[src/rtl/demux_stream.sv]
// Registered 1-to-N_CH stream demux with a 1-entry buffer per channel; optional DEMUX_DROP_CNT_EN drop counter.
// Latency: one cycle from accept to outValid; a drained-and-refilled channel sustains 1 word/cycle.
// Backpressure: outReady follows the target channel's free/draining state; out-of-range targets always accept.
module demux_stream #(
    parameter  int DATA_W = 4,
    parameter  int N_CH   = 8,
    localparam int SEL_W  = (N_CH > 1) ? $clog2(N_CH) : 1
) (
    input  logic                     inClk,
    input  logic                     inRst_n,
    input  logic [DATA_W-1:0]        inData,
    input  logic                     inValid,
    output logic                     outReady,
    input  logic [SEL_W-1:0]         inSel,
    input  logic                     inMode,
    output logic [N_CH*DATA_W-1:0]   outData,
    output logic [N_CH-1:0]          outValid,
    input  logic [N_CH-1:0]          inChReady,
    output logic [SEL_W-1:0]         outPtr
`ifdef DEMUX_DROP_CNT_EN
    ,
    output logic [7:0]               outDropCnt
`endif
);

    logic [DATA_W-1:0] chData [N_CH];
    logic [N_CH-1:0]   chVld;
    logic [N_CH-1:0]   hit;
    logic [N_CH-1:0]   loadCh;
    logic [SEL_W-1:0]  tgt;
    logic [SEL_W-1:0]  ptr;
    logic              accept;

    assign tgt = inMode ? ptr : inSel;

    // hit stays all-zero for an out-of-range target, which is what makes it accept-and-drop.
    always_comb begin
        hit      = '0;
        outReady = 1'b1;
        for (int k = 0; k < N_CH; k++) begin
            hit[k] = (tgt == SEL_W'(k));
            if (hit[k]) begin
                outReady = ~chVld[k] | inChReady[k];
            end
        end
    end

    assign accept = inValid & outReady;
    assign loadCh = accept ? hit : '0;

    always_ff @(posedge inClk or negedge inRst_n) begin
        if (!inRst_n) begin
            chVld <= '0;
            for (int k = 0; k < N_CH; k++) begin
                chData[k] <= '0;
            end
        end else begin
            for (int k = 0; k < N_CH; k++) begin
                if (loadCh[k]) begin
                    chVld[k]  <= 1'b1;
                    chData[k] <= inData;
                end else if (inChReady[k]) begin
                    chVld[k] <= 1'b0;
                end
            end
        end
    end

    always_ff @(posedge inClk or negedge inRst_n) begin
        if (!inRst_n) begin
            ptr <= '0;
        end else if (accept && inMode) begin
            ptr <= (ptr == SEL_W'(N_CH - 1)) ? '0 : ptr + 1'b1;
        end
    end

`ifdef DEMUX_DROP_CNT_EN
    logic [7:0] dropCnt;

    always_ff @(posedge inClk or negedge inRst_n) begin
        if (!inRst_n) begin
            dropCnt <= '0;
        end else if (accept && (hit == '0) && (dropCnt != 8'hFF)) begin
            dropCnt <= dropCnt + 8'd1;
        end
    end

    assign outDropCnt = dropCnt;
`endif

    genvar g;
    generate
        for (g = 0; g < N_CH; g++) begin : gOut
            assign outData[g*DATA_W +: DATA_W] = chData[g];
        end
    endgenerate

    assign outValid = chVld;
    assign outPtr   = ptr;

endmodule

[config.mk]
export PLATFORM = sky130hd
export DESIGN_NAME = demux_stream
export DESIGN_NICKNAME = d
export VERILOG_FILES = /design/src/rtl/demux_stream.sv
export SDC_FILE = /design/constraint.sdc
export NUM_CORES = 1
export LEC_CHECK = 0
export BUFFER_PORTS_ARGS = -buffer_cell sky130_fd_sc_hd__buf_2
export CORE_ASPECT_RATIO = 1.1
export CORE_MARGIN = 2
export CORE_UTILIZATION = 42
export DETAILED_ROUTE_END_ITERATION = 7
export MAX_ROUTING_LAYER = met4
export PLACE_DENSITY = 0.65
export SYNTH_ARGS = -nofsm -noshare
export SYNTH_HDL_FRONTEND = slang
export SYNTH_SLANG_ARGS = --single-unit
[constraint.sdc]
create_clock -name inClk -period 7.2 [get_ports inClk]
set_input_delay 0.72 -clock inClk [delete_from_list [all_inputs] [get_ports inClk]]
set_output_delay 0.72 -clock inClk [all_outputs]
set_load 0.02 [all_outputs]
Word level (Yosys, flattened, before mapping)
Index checks and enable logic that the tools add are counted.
- register bits after elaboration: 43
- output and inout port bits: 44
- $add $sub $neg: 1
- eq/ne operators: 8
- muxes and demuxes: 27
- bitwise gates (word level): 17
- reduce and logical (&&, ||, !) cells: 10
- operators with widths (operator ; number):
    $mux W1 ; 24
    $reduce_bool A2 Y1 ; 8
    $eq A3 B3 Y1 const B ; 5
    $mux W8 ; 1
    $not A1 Y1 ; 8
    $or A1 B1 Y1 ; 8
    $eq A3 B2 Y1 const B ; 2
    $mux W3 ; 2
    $add A3 B1 Y3 const B ; 1
    $eq A3 B1 Y1 const B ; 1
    $logic_not A3 Y1 ; 1
    $and A1 B1 Y1 ; 1
    $logic_and A1 B1 Y1 ; 1

Depth between registers and ports, before layout
Gate-level depths: netlist (run 1).
- depth in word-level cells: 13
- gate-level depth with buffers: 7

Least setup slack after synthesis (run 1)
No wires, ideal clock.
- path type: input -> output
- start point: input port inMode
- end point: output port outReady
- arrival time: 2.240 ns
- data required time: 6.480 ns
- slack: 4.240 ns
- stages: 6
- path buffers: 1
- cell sequence: buf_4 > mux2i_2 > mux2_2 > o22ai_1 > a21oi_1 > nor2_1
- cells in the longest elaborated chain, start to end: 10
- elaborated cells between the ends (all ways): 17
- ends and longest elaborated chain (what ; RTL line ; source):
    start: declaration ; 15 ; input logic inMode,
    $mux W3 * ; 34 ; assign tgt = inMode ? ptr : inSel;
    $logic_not A3 Y1 ; 41 ; hit[k] = (tgt == SEL_W'(k));
    $mux W1 (7 in series) ; 42 ; if (hit[k]) begin
    $mux W1 * ; 42 ;
    end: declaration ; 13 ; output logic outReady,
Every way passes the cells marked *; elsewhere a longest branch is shown, timed or not.

Final worst setup path (run 1)
Ends and elaborated chain as after synthesis.

==> results of run 1 <==
==> path summary, 6_finish.rpt <==
| kind | from | end | depth (start not counted) |
|---|---|---|---|
| max in group asynchronous | inRst_n | outPtr[0]$_DFFE_PN0P_ | 1 |
| min reg2reg | outData[27]$_DFFE_PN0P_ | outData[27]$_DFFE_PN0P_ | 1 |
| min | outData[27]$_DFFE_PN0P_ | outData[27]$_DFFE_PN0P_ | 1 |
| max reg2reg | outPtr[0]$_DFFE_PN0P_ | outData[11]$_DFFE_PN0P_ | 6 |
| max | inMode | outReady | 7 |
| min in group asynchronous | inRst_n | outData[17]$_DFFE_PN0P_ | 1 |
==> area by class of cell <==
| cell class | instances | area share (%) |
|---|---|---|
| flip-flops and latches | 43 | 43.88 |
| multi-input cells | 95 | 34.69 |
| repair buffers | 62 | 12.65 |
| clock buffers | 5 | 2.806 |
| clock inverters | 3 | 2.755 |
| well taps | 54 | 2.755 |
| inverters | 3 | 0.4592 |
==> stage by stage <==
stage / instance area, um^2 / power, mW
after detailed placement: 2316 / 0.8906
after CTS: 2452 / 1.117
final: 2452 / 1.103
after global placement: 2316 / 0.8728
after floorplan: 1946 / 0.7211
after global routing: 2452 / 1.171
==> where the power goes <==
part | leakage [nW] | internal (mW) | switching (mW)
Combinational | 0.566 | 0.190 | 0.280
Clock | 0.0644 | 0.138 | 0.0831
Sequential | 0.530 | 0.349 | 0.0637
Total | 1.16 | 0.677 | 0.427
==> metal layers <==
metal | GRT usage, % | up-vias
met5 | - | -
met4 | 6.100 | 0
met3 | 4.727 | 7
met2 | 29.38 | 52
met1 | 24.05 | 694
li1 | - | 658
==> logic make-up (layout without fill, tap and decap cells) <==
group	Yosys count	count (layout)	share of synthesized area, %
compound gates	20	20	8.231
fa+ha+maj	2	2	1.286
buf+inv	4	73	0.9647
flops	43	43	55.31
mux	37	37	21.54
simple gates	36	36	12.67
==> cells in the final DEF (no fill, tap or decap), drive strengths merged <==
cell / count
a21oi: 1
dfrtp: 43
a31oi: 1
nand2b: 7
o32a: 1
a21o: 1
a222oi: 1
nand3b: 1
or2: 5
a22oi: 2
bufinv: 2
inv: 3
nor3: 8
clkinvlp: 1
buf: 62
o22ai: 3
o22a: 3
o31ai: 3
mux2i: 1
mux2: 36
and2: 1
nor3b: 1
o21ai: 3
clkbuf: 5
nand2: 4
nor2b: 4
nor2: 4
ha: 2
a22o: 1
and3: 1
==> state kept, by name, summed over array words and instances, names as in the netlist <==
| signal | count |
|---|---|
| outData | 32 |
| outPtr | 3 |
| outValid | 8 |
==> worst reg2reg max path: stages (launching register included) <==
cell and delay, ns:
dfrtp_1 0.43, mux2i_2 0.38, mux2_2 0.38, o22ai_1 0.29, nor2_1 0.20, nor3_2 0.33
mux2_2 0.39
==> flow_metrics.tcl, run 1 <==
set metrics [dict create \
    synth_edf_count 0 \
    route.detailed.drc 0 \
    worstPathCellList "buf_2 > mux2i_2 > mux2_2 > o22ai_1 > a21oi_1 > nor2_1 > buf_2" \
    dp_hpwl_um 3242 \
    die_w_um 68.90 \
    hold_violations 0 \
    grt_start_max_net_pins 44 \
    clockBufferDepth 2 \
    crit_path_max_incr_delay_ns 0.43 \
    holdWs_ns 0.5042 \
    hp-class "reg -> reg" \
    diodes 0 \
    r2r_slack_ns 4.69 \
    synth_area_leader_cell "dfrtp_1" \
    ys_seq_area_share_pct 55.31 \
    initial_utilization_pct 44.43 \
    start_kind "input pin" \
    fp.dieH_um 75.39 \
    synth_seq_cells 43 \
    skew_ns 0.009852 \
    synth_commonest_cells "dfrtp_1 (43), mux2_2 (34), nand2b_1 (7)" \
    ys_types 31 \
    io_pins 63 \
    cts_hold_buf 0 \
    critical_path_class "in -> out" \
    critPathMaxFanout 9 \
    postSynthCellCount 142 \
    rsz0062_at_grt "false" \
    cp.required_ns 6.48 \
    num-nets-final 231 \
    period_minus_slack_ns 3.103 \
    syn_avg_cell_area_um2 13.70 \
    num_vias 1411 \
    yosysMostFrequentCell "dfrtp_1" \
    grt-ovfl-total 0 \
    cts-resized-gates 0 \
    m1WireLength_um 1902 \
    final-seq-area_um2 1076 \
    grt_pass1_vias 1398 \
    synthTopCellsByArea "dfrtp_1 (55%), mux2_2 (20%), nor3_4 (2.5%), nand2b_1 (2.3%), nor3_2 (1.5%)" \
    ant_nets 0 \
    viasPerCell 5.325 \
    stdcell_count 265 \
    finalWirelength_um 4318 \
    root_buffer "clkbuf_8" \
    antenna_found_initial 0 \
    finalSetupViolCount 0 \
    synthArstFlopShare_pct 100.0 \
    routabilityCongestion 0.8804 \
    cp.arrival_ns 2.38 \
    cp.buffers_inverters 2 \
    firstDrtPassIters 4 \
    place_ws_ns 4.091 \
    fp.dieArea_um2 5194 \
    insertion_delay_ns 0.30 \
    cts_buffers 5 \
    fmax_mhz 322.3 \
    slew_viol_final 0 \
    cp_top_family "multiplexers" \
    rows 25 \
    worst_slew_pin_slew_ns 0.9483 \
    layout-drive-gt1-share_pct 54.98 \
    timing.slew.headroom_pct 36.78 \
    port_buffers 62 \
    grt_usage_pct 18.78 \
    grt_pass1_wl_um 6824 \
    status "finished clean" \
    cts_tree "yes" \
    ir_drop_mv 0.2580 \
    synth.net_count 163 \
    crit_path_frequent_cell "buf_2" \
    yosysWarningCount 0 \
    leakage_nw 1.160 \
    postCtsSetupBuffers 0 \
    netlist_area_um2 1946 \
    finalSetupTns_ns 0 \
    core_region_area_um2 4379 \
    layout_worst_path_cycle_share_pct 43.10 \
    final_core_util_pct 56.00 \
    area_delta_synth_final_pct 26.04 \
    synth_flop_cell "dfrtp_1" \
    placed_cells 257 \
    worst_setup_path_end_kind "output pin" \
    met3_length_um 280 \
    netlist.area_leader.share_pct 55.31 \
    wl_met2_um 2082 \
    cpMaxStageDelayCell "mux2i_2" \
    htree_levels 2 \
    cap_violations 0 \
    drtIter0Drc 55 \
    fillers 410 \
    fin_ws_ns 4.097 \
    clk_pin_slew_ns 0.08 \
    multi_input_area_um2 850.8 \
    cts.sinks 43 \
    drt-wirelength-per-cell_um 16.29 \
    power.density_nw_per_um2 449.9 \
    top_layer "met4" \
]
No activity file was read; power rests on OpenSTA's default activity.
==> inputs of run 2 (changes only) <==
--- a/config.mk
+++ b/config.mk
@@ -5,13 +5,14 @@
 export SDC_FILE = /design/constraint.sdc
 export NUM_CORES = 1
 export LEC_CHECK = 0
+export ABC_AREA = 1
 export BUFFER_PORTS_ARGS = -buffer_cell sky130_fd_sc_hd__buf_2
 export CORE_ASPECT_RATIO = 1.1
 export CORE_MARGIN = 2
 export CORE_UTILIZATION = 42
 export DETAILED_ROUTE_END_ITERATION = 7
 export MAX_ROUTING_LAYER = met4
-export PLACE_DENSITY = 0.65
+export PLACE_DENSITY = 0.64
 export SYNTH_ARGS = -nofsm -noshare
 export SYNTH_HDL_FRONTEND = slang
 export SYNTH_SLANG_ARGS = --single-unit
==> constraint.sdc (replaced) <==
create_clock -name inClk -period 3.15 [get_ports inClk]
set_input_delay 0.315 -clock inClk [delete_from_list [all_inputs] [get_ports inClk]]
set_output_delay 0.315 -clock inClk [all_outputs]
set_load 0.02 [all_outputs]
==> run 2 against run 1 <==
Effect of this change:
- die area grew 11%
- wire length grew 21%
- clock-buffer cell count grew 1
- sequential share of layout area shrank 2.5 points
- clock skew shrank 0.0042 ns
- total power grew 120%
- largest cell class unchanged
==> flow_metrics.tcl, run 2 <==
set metrics [dict create \
    power.density_nw_per_um2 923.4 \
    finalWirelength_um 5214 \
    fp.dieArea_um2 5763 \
    cts_hold_buf 0 \
    layout_common_cells "nand2_1 (90), buf_2 (62), dfrtp_1 (43)" \
    yosysWarningCount 0 \
    postCtsSetupBuffers 0 \
    drtIter0Drc 85 \
    slew_viol_final 0 \
    ff2ff_path_depth 11 \
    crit_path_frequent_cell "nand2_1" \
    cp.required_ns 2.83 \
    diodes 0 \
    clockBufferDepth 2 \
    cpMaxStageDelayCell "dfrtp_1" \
    grt_usage_pct 19.68 \
    grt_pass1_wl_um 8625 \
    synth_commonest_cells "nand2_1 (90), dfrtp_1 (43), nand4_1 (39)" \
    firstDrtPassIters 4 \
    hold_violations 0 \
    postSynthCellCount 254 \
    netlist.area_leader.share_pct 49.54 \
    grt_start_max_net_pins 45 \
    synth_seq_cells 43 \
    synth.net_count 275 \
    route.detailed.drc 0 \
    num-nets-final 332 \
    start_kind "flop" \
    drt-wirelength-per-cell_um 14.09 \
    hp-class "in -> async" \
    ys_types 21 \
    reg2reg_from "outPtr[1]$_DFFE_PN0P_" \
    cp.buffers_inverters 2 \
    final_common_cell "nand2_1" \
    viasPerCell 5.122 \
    timing.slew.headroom_pct 36.85 \
    antenna_found_initial 0 \
    cp.arrival_ns 2.05 \
    regToRegEndpoint "outData[7]$_DFFE_PN0P_" \
    initial_utilization_pct 43.44 \
    routabilityCongestion 0.8434 \
    finalSetupTns_ns 0 \
    skew_ns 0.005681 \
    synth_flop_cell "dfrtp_1" \
    cts_buffers 5 \
    dp_hpwl_um 3833 \
    worst_setup_path_end_kind "output pin" \
    synthArstFlopShare_pct 100.0 \
    power_switching_mw 1.025 \
    leakage_nw 1.442 \
    worstPathCellList "inv_1 > nand2_1 > nand2_2 > nand2_1 > nor2_2 > nand2_1 > nand4_2 > nor2_4 > buf_2" \
    syn_avg_cell_area_um2 8.552 \
    finalSetupViolCount 0 \
    io_pins 63 \
    rsz0062_at_grt "false" \
    synthTopCellsByArea "dfrtp_1 (50%), nand2_1 (16%), nand4_1 (11%), nand4_2 (5.2%), inv_1 (3.1%)" \
    port_buffers 62 \
    r2r_slack_ns 1.06 \
    critPathMaxFanout 20 \
    insertion_delay_ns 0.30 \
    die_w_um 72.57 \
    p_seq_share_pct 38.4 \
    clkPwrFrac_pct 18.6 \
    ant_nets 0 \
    layout-drive-gt1-share_pct 29.81 \
    clk_pin_slew_ns 0.08 \
    cts-resized-gates 0 \
    largest_reg_flops 32 \
    period_minus_slack_ns 2.361 \
    fillers 488 \
    fp.dieH_um 79.43 \
    root_buffer "clkbuf_8" \
    num_vias 1895 \
    cts_tree "yes" \
    ir_drop_mv 0.4432 \
    sw_frac_of_total_pct 42.67 \
    synth_area_leader_cell "dfrtp_1" \
    ys_seq_area_share_pct 49.54 \
    htree_levels 2 \
    internal_power_mw 1.377 \
    p_comb_share_pct 43.0 \
    critical_path_class "reg -> out" \
    core_region_area_um2 5000 \
    crit_path_max_incr_delay_ns 0.44 \
    cts.sinks 43 \
    cp_top_family "simple AND/OR/NAND/NOR gates" \
    layout_worst_path_cycle_share_pct 74.96 \
    grt_pass1_vias 1798 \
    rows 27 \
    worst_slew_pin_slew_ns 0.9472 \
    fmax_mhz 423.5 \
    status "finished clean" \
    cap_violations 0 \
    netlist_area_um2 2172 \
    grt-ovfl-total 0 \
    area_delta_synth_final_pct 19.76 \
    synth_edf_count 0 \
    yosysMostFrequentCell "nand2_1" \
    final_core_util_pct 52.03 \
]
[run 2: per-stage QoR]
step           setup slack [ns]  area [um^2]  hold WS [ns]  std cells  power [mW]
2_1_floorplan             1.344         2172       0.01941        254       1.616
6_report                 0.7888         2601        0.1570        370       2.402
3_3_place_gp             0.9853         2484        0.4617        362       1.960
5_1_grt                  0.6523         2601        0.1904        370       2.578
3_5_place_dp             0.9547         2484        0.4645        362       1.968
4_1_cts                  0.7747         2601        0.1805        370       2.425
[run 2: area by class of cell]
class | instances | area (um^2) | share of cell area (%)
inverter | 21 | 78.83 | 3.030
multi-input combinational | 177 | 938.4 | 36.08
sequential | 43 | 1076 | 41.37
tap | 58 | 72.57 | 2.790
clock buffer | 6 | 82.58 | 3.175
timing repair buffer | 63 | 317.8 | 12.22
clock inverter | 2 | 35.03 | 1.347
[run 2: per-layer routing]
metal	up-vias	GRT usage, %	routed length (um)
met2	59	29.45	2439
met3	4	4.293	276
li1	963	-	-
met1	869	26.94	2436
met4	0	5.741	61
met5	-	-	0
[run 2: worst max-delay path by stage]
stage / start / to / slack (ns) / depth (start not counted)
6_report: outPtr[1]$_DFFE_PN0P_ / outReady / 0.79 / 9
5_1_grt: outPtr[0]$_DFFE_PN0P_ / outReady / 0.65 / 9
4_1_cts: outPtr[1]$_DFFE_PN0P_ / outReady / 0.77 / 9
3_5_place_dp: inMode / outData[7]$_DFFE_PN0P_ / 0.95 / 12
3_3_place_gp: inMode / outData[7]$_DFFE_PN0P_ / 0.99 / 12
2_1_floorplan: outPtr[2]$_DFFE_PN0P_ / outReady / 1.34 / 9
[run 2: power by group through the flow]
stage | logic [mW] | registers [mW] | clock network [mW]
floorplan | 0.397 | 1.22 | 0
detailed placement | 1.03 | 0.933 | 0
finish | 1.03 | 0.922 | 0.448
CTS | 1.04 | 0.923 | 0.459
global route | 1.14 | 0.954 | 0.480
global placement | 1.03 | 0.930 | 0
[run 2: cells by family (layout without fill, tap and decap cells)]
family,Yosys count,count (layout),share of synthesized area [%]
and+or+nand+nor,167,167,39.69
DFF,43,43,49.54
AOI/OAI and AO/OA,8,8,2.362
buffers and inverters,34,92,7.258
adders and majority gates,2,2,1.152
